===== config.mk =====
export PLATFORM = sky130hd
export DESIGN_NAME = expr_stream_sched
export DESIGN_NICKNAME = d
export VERILOG_FILES = /design/src/rtl/expr_sched_pkg.sv /design/src/rtl/expr_checker.sv /design/src/rtl/expr_stream_sched.sv
export SDC_FILE = /design/constraint.sdc
export NUM_CORES = 1
export LEC_CHECK = 0
export ABC_AREA = 1
export CORE_UTILIZATION = 47
export DETAILED_ROUTE_END_ITERATION = 8
export GPL_TIMING_DRIVEN = 0
export PLACE_DENSITY = 0.81
export SLEW_MARGIN = 5
export SYNTH_ARGS = -nofsm -noshare
export SYNTH_HDL_FRONTEND = slang
export SYNTH_SLANG_ARGS = --single-unit

===== constraint.sdc =====
create_clock -name clk -period 2.55 [get_ports clk]
set_input_delay 0.51 -clock clk [delete_from_list [all_inputs] [get_ports clk]]
set_output_delay 0.51 -clock clk [all_outputs]
set_load 0.01 [all_outputs]

===== src/rtl/expr_sched_pkg.sv =====
// Shared types and ASCII constants for the expression stream scheduler.
// Shared by expr_checker and expr_stream_sched.
package expr_sched_pkg;

    typedef enum logic [1:0] {
        IDLE = 2'd0,
        RUN  = 2'd1,
        DONE = 2'd2
    } sched_state_e;

    typedef enum logic [1:0] {
        C_START = 2'd0,
        C_NUM   = 2'd1,
        C_OP    = 2'd2,
        C_ERR   = 2'd3
    } chk_state_e;

    localparam logic [7:0] CH_0   = 8'd48;
    localparam logic [7:0] CH_9   = 8'd57;
    localparam logic [7:0] CH_MUL = 8'd42;
    localparam logic [7:0] CH_ADD = 8'd43;

    function automatic logic is_digit(input logic [7:0] b);
        return (b >= CH_0) && (b <= CH_9);
    endfunction

    function automatic logic is_op(input logic [7:0] b);
        return (b == CH_MUL) || (b == CH_ADD);
    endfunction

endpackage


===== src/rtl/expr_checker.sv =====
// Grammar recogniser for D([+*]D)*: one byte per step, C_ERR sticky until clear.
module expr_checker
    import expr_sched_pkg::*;
(
    input  logic       clk,
    input  logic       clear_i,
    input  logic       step_i,
    input  logic [7:0] data_i,
    output logic [1:0] state_o
);

    chk_state_e state_q, state_d;

    always_comb begin
        state_d = state_q;
        if (step_i) begin
            unique case (state_q)
                C_START, C_OP: state_d = is_digit(data_i) ? C_NUM : C_ERR;
                C_NUM:         state_d = is_op(data_i)    ? C_OP  : C_ERR;
                default:       state_d = C_ERR;
            endcase
        end
    end

    always_ff @(posedge clk) begin
        if (clear_i) state_q <= C_START;
        else         state_q <= state_d;
    end

    assign state_o = state_q;

endmodule


===== src/rtl/expr_stream_sched.sv =====
// Round-robin scheduler sharing one expression checker among N_REQ byte streams.
// Optional stall watchdog enabled by defining STR_TIMEOUT_EN.
module expr_stream_sched
    import expr_sched_pkg::*;
#(
    parameter int N_REQ   = 4,
    parameter int ID_W    = 2,
    parameter int LEN_W   = 8,
    parameter int TIMEOUT = 16
) (
    input  logic               clk,
    input  logic               clr,
    input  logic [N_REQ-1:0]   req_valid,
    input  logic [8*N_REQ-1:0] req_data,
    input  logic [N_REQ-1:0]   req_last,
    output logic [N_REQ-1:0]   req_ready,
    output logic               res_valid,
    output logic               res_ok,
    output logic [ID_W-1:0]    res_id,
    output logic [LEN_W-1:0]   res_len,
    output logic               res_timeout,
    output logic               busy
);

    if (ID_W != $clog2(N_REQ) || TIMEOUT < 2) begin : g_param_check
        $error("expr_stream_sched: inconsistent ID_W/N_REQ or TIMEOUT < 2");
    end

    sched_state_e     state_q, state_d;
    logic [ID_W-1:0]  rr_q, rr_d, grant_q, grant_d, pick, arb_idx;
    logic [LEN_W-1:0] len_q, len_d;
    logic             hold_ok_q, hold_ok_d;
    logic [ID_W-1:0]  hold_id_q, hold_id_d;
    logic [LEN_W-1:0] hold_len_q, hold_len_d;
    logic             found, xfer, done, tmo_now, ok_now;
    logic [7:0]       cur_byte;
    logic [1:0]       chk_state;

    assign done     = (state_q == DONE);
    assign cur_byte = req_data[{grant_q, 3'b000} +: 8];
    assign xfer     = (state_q == RUN) && req_valid[grant_q];
    assign busy     = (state_q != IDLE);

    for (genvar gi = 0; gi < N_REQ; gi++) begin : g_ready
        assign req_ready[gi] = (state_q == RUN) && (grant_q == ID_W'(gi));
    end

    // First valid requester after rr_q, wrapping.
    always_comb begin
        found   = 1'b0;
        pick    = '0;
        arb_idx = '0;
        for (int k = 1; k <= N_REQ; k++) begin
            arb_idx = ID_W'((int'(rr_q) + k) % N_REQ);
            if (!found && req_valid[arb_idx]) begin
                found = 1'b1;
                pick  = arb_idx;
            end
        end
    end

    expr_checker u_checker (
        .clk     (clk),
        .clear_i (!clr || done),
        .step_i  (xfer),
        .data_i  (cur_byte),
        .state_o (chk_state)
    );

`ifdef STR_TIMEOUT_EN
    localparam int STALL_W = $clog2(TIMEOUT + 1);
    logic [STALL_W-1:0] stall_q, stall_d;
    logic               tmo_q, tmo_d, hold_tmo_q, hold_tmo_d;
    assign tmo_now     = tmo_q;
    assign res_timeout = done ? tmo_q : hold_tmo_q;
`else
    assign tmo_now     = 1'b0;
    assign res_timeout = 1'b0;
`endif

    assign ok_now    = (chk_state == C_NUM) && !tmo_now;
    assign res_valid = done;
    assign res_ok    = done ? ok_now  : hold_ok_q;
    assign res_id    = done ? grant_q : hold_id_q;
    assign res_len   = done ? len_q   : hold_len_q;

    always_comb begin
        state_d    = state_q;
        rr_d       = rr_q;
        grant_d    = grant_q;
        len_d      = len_q;
        hold_ok_d  = hold_ok_q;
        hold_id_d  = hold_id_q;
        hold_len_d = hold_len_q;
`ifdef STR_TIMEOUT_EN
        stall_d    = '0;
        tmo_d      = tmo_q;
        hold_tmo_d = hold_tmo_q;
`endif
        unique case (state_q)
            IDLE: begin
                if (found) begin
                    grant_d = pick;
                    state_d = RUN;
                end
            end
            RUN: begin
                if (xfer) begin
                    if (len_q != '1) len_d = len_q + LEN_W'(1);
                    if (req_last[grant_q]) state_d = DONE;
                end
`ifdef STR_TIMEOUT_EN
                // stall_q counts cycles since the last accepted byte (or RUN entry).
                if (xfer) begin
                    stall_d = STALL_W'(1);
                end else begin
                    stall_d = stall_q + STALL_W'(1);
                    if (stall_d == STALL_W'(TIMEOUT)) begin
                        state_d = DONE;
                        tmo_d   = 1'b1;
                    end
                end
`endif
            end
            DONE: begin
                hold_ok_d  = ok_now;
                hold_id_d  = grant_q;
                hold_len_d = len_q;
`ifdef STR_TIMEOUT_EN
                hold_tmo_d = tmo_q;
                tmo_d      = 1'b0;
`endif
                rr_d    = grant_q;
                len_d   = '0;
                state_d = IDLE;
            end
            default: state_d = IDLE;
        endcase
    end

    always_ff @(posedge clk) begin
        if (!clr) begin
            state_q    <= IDLE;
            rr_q       <= ID_W'(N_REQ - 1);
            grant_q    <= '0;
            len_q      <= '0;
            hold_ok_q  <= 1'b0;
            hold_id_q  <= '0;
            hold_len_q <= '0;
`ifdef STR_TIMEOUT_EN
            stall_q    <= '0;
            tmo_q      <= 1'b0;
            hold_tmo_q <= 1'b0;
`endif
        end else begin
            state_q    <= state_d;
            rr_q       <= rr_d;
            grant_q    <= grant_d;
            len_q      <= len_d;
            hold_ok_q  <= hold_ok_d;
            hold_id_q  <= hold_id_d;
            hold_len_q <= hold_len_d;
`ifdef STR_TIMEOUT_EN
            stall_q    <= stall_d;
            tmo_q      <= tmo_d;
            hold_tmo_q <= hold_tmo_d;
`endif
        end
    end

endmodule


==> results.cfg <==
[synth]
ys.flop_type = dfxtp_1
ys_types = 33
synth_common_cells = nand2_1 (101), inv_1 (38), nor2_1 (38)
synth_edf_count = 0
synth_nets = 350
async_reset_ff_frac = 0
yosys.area_share.adder = 0.006784
synth_seq_area_share = 0.2931
synth-compound-area-share = 0.09566
synth-simple-area-share = 0.4620
synth_mux_area_frac = 0
yosysTopAreaCellShare = 0.2931
syn_area_um2 = 1844
synth_area_leaders = dfxtp_1 (29%), nand2_1 (21%), inv_1 (7.7%), nor2_1 (7.7%), nand3_1 (4.6%)
yosysMostFrequentCell = nand2_1
netlist_instances = 307
synth_top_family_by_area = simple AND/OR/NAND/NOR gates
synth_area_per_cell_um2 = 6.007
yosysWarnings = 0
synth_xor_area_frac = 0.02374
ys_ff_latch = 27
synth_top_area_cell = dfxtp_1

[clock_network]
clk_pin_slew_ps = 90
root_buffer = clkbuf_8
cts_max_path_buffers = 2
numCtsBuffers = 3
insertion_delay_ps = 270
cts_sinks = 27
htreeDepth = 1
tritoncts = yes

[grt]
grt_max_degree = 15
antenna_found_initial = 0
grt_pass1_vias = 1910
grt_overflow = 0
grt_pass1_wl_mm = 8.176
grt_use_total = 0.2435

[critical_path]
cp.required_ps = 2040
crit_top_cell = inv_1
cp_num_buf_inv = 5
cp_data_arrival_time_ps = 1890
cp-start-kind = flop
crit_path_max_fanout = 10
crit_path_end_kind = primary output
worstSetupPathType = flop to primary output
critPathTopFamily = buffers and inverters
crit_path_top_delay_cell = clkdlybuf4s50_1
worstPathCellList = inv_1 > nor2_1 > inv_1 > buf_2 > o21ai_1 > inv_1 > clkdlybuf4s50_1
max_stage_delay_ps = 470

[floorplan]
core_area_um2 = 3716
io_pins = 60
dieArea_um2 = 4178
die_y_um = 64.64
rows = 22
start_util = 0.4963
die_w_um = 64.64

[routing]
drt-initial-drc-count = 111
drc_errors = 0
postRouteAntennaNets = 0
drtPass1Iterations = 4
vias_per_cell = 4.927
drt_wl_total_mm = 4.745
wl_per_cell_um = 11.49
via_count = 2035

[sta]
final.min_clock_period_ps = 2398
hold_viol_final = 0
skew_ps = 1.380
whs_ps = 473.1
timing.fmax_mhz = 417.0
timing.slew.headroom = 0.6518
post-route-period-util = 0.9405
slew_violations = 0
finalWorstSetupSlack_ps = 151.7
setup_tns_ps = 0
setup_viol = 0
tightest_slew_ps = 522.4

[final_layout]
drive_above_1_share = 0.1123
antennaDiodeCount = 0
seqCellArea_um2 = 540.5
fill_cells = 336
nets = 409
multiInputGateArea_um2 = 1089
area_growth_pct = 35.28

[power_and_ir_drop]
power.total_uw = 1248
power_switching_uw = 453.7
p_seq_frac = 0.381
pwr-share-comb = 0.423
power_density_nw_per_um2 = 500.1
p_int_uw = 794.0
p_clk_frac = 0.196
p_sw_frac = 0.3636
p_leak_uw = 0.001246
irDropWorstVdd_mv = 0.3163

[placed_design]
pre_cts_ws_ps = 218.0
port_buffers = 54
hpwlAfterDp_mm = 3.762
gp_congestion = 0.8082

[worst_hold_path]
hp-class = flop to flop

[run_status]
status = finished, final reports clean

[run]
maxCapViolCount = 0
==> metal layers <==
layer  up-vias  global-route usage  wire length (um)
met1       920              0.2957              2089
met2        41              0.4487              2437
li1       1064                   -                 -
met3        10             0.03169               130
met5         -                   0                 0
met4         0             0.05833                88
==> kinds of logic after synthesis <==
family,after synthesis
and+or+nand+nor,190
buffers and inverters,52
AOI/OAI and AO/OA,31
DFF,27
xor gates and xnor gates,5
adders and majority gates,1
other,1
==> registers in the layout (all words and copies together), names as in the netlist <==
name               count
len_q                  8
rr_q                   2
u_checker.state_o      2
hold_len_q             8
hold_ok_q              1
hold_id_q              2
state_q                2
grant_q                2
==> layout make-up <==
cell class	instances	area share
plain buffers	9	0.02257
clock buffers	4	0.01805
inverters	43	0.06570
multi-input cells	228	0.4363
flip-flops and latches	27	0.2167
well taps	48	0.02407
repair buffers	54	0.2167
==> stage by stage <==
| stage | cells | instance area (um2) | utilization |
|---|---|---|---|
| 6_report | 413 | 2495 | 0.6714 |
| 3_5_place_dp | 409 | 2445 | 0.6579 |
| 3_3_place_gp | 409 | 2445 | 0.6579 |
| 5_1_grt | 413 | 2495 | 0.6714 |
| 2_1_floorplan | 307 | 1844 | - |
| 4_1_cts | 413 | 2491 | 0.6704 |
==> worst reg2reg max path: stages, from the launching register on <==
cell	delay [ps]
dfxtp_1	420
ha_1	250
nand3_1	130
nor2_1	200
nand4_1	170
nand3_2	180
nand2_1	80
a21oi_1	160
==> cell usage in the layout (no fill, tap or decap), drive strengths merged, types with 2 or more instances in the layout <==
cell type and n:
clkbuf 7, clkdlybuf4s50 54, o21ai 13, a21oi 14, xor2 3, xnor2 2, inv 43, nand3 20
nand4 5, dfxtp 27, o211ai 2, or2 8, nor3 4, buf 6, nand2 106, nor2 45
==> worst paths after layout <==
path / to / depth (start not counted) / start / slack [ps]
hold / removal: hold_id_q[1]$_SDFF_PN0_ / 2 / hold_id_q[1]$_SDFF_PN0_ / 470
setup reg to reg: len_q[2]$_SDFFE_PN0P_ / 7 / len_q[1]$_SDFFE_PN0P_ / 890
setup / recovery: res_len[0] / 7 / state_q[1]$_SDFFE_PN0P_ / 150
hold reg to reg: hold_id_q[1]$_SDFF_PN0_ / 2 / hold_id_q[1]$_SDFF_PN0_ / 470
==> what timing repair did <==
item                                    CTS  global route
buffers inserted                          0             0
gates resized for setup                   2            12
endpoints found under the setup margin    8            11
hold buffers                              0             0
endpoints found under the hold margin     0             0
==> power groups by stage <==
| stage | Clock, uW | Combinational [uW] | Sequential (uW) |
|---|---|---|---|
| finish | 244 | 528 | 475 |
| floorplan | 0 | 345 | 479 |
| detailed placement | 0 | 525 | 484 |
| global route | 265 | 596 | 479 |
| CTS | 247 | 528 | 475 |
| global placement | 0 | 512 | 483 |
Note: power is estimated with default switching activity, not from simulation.
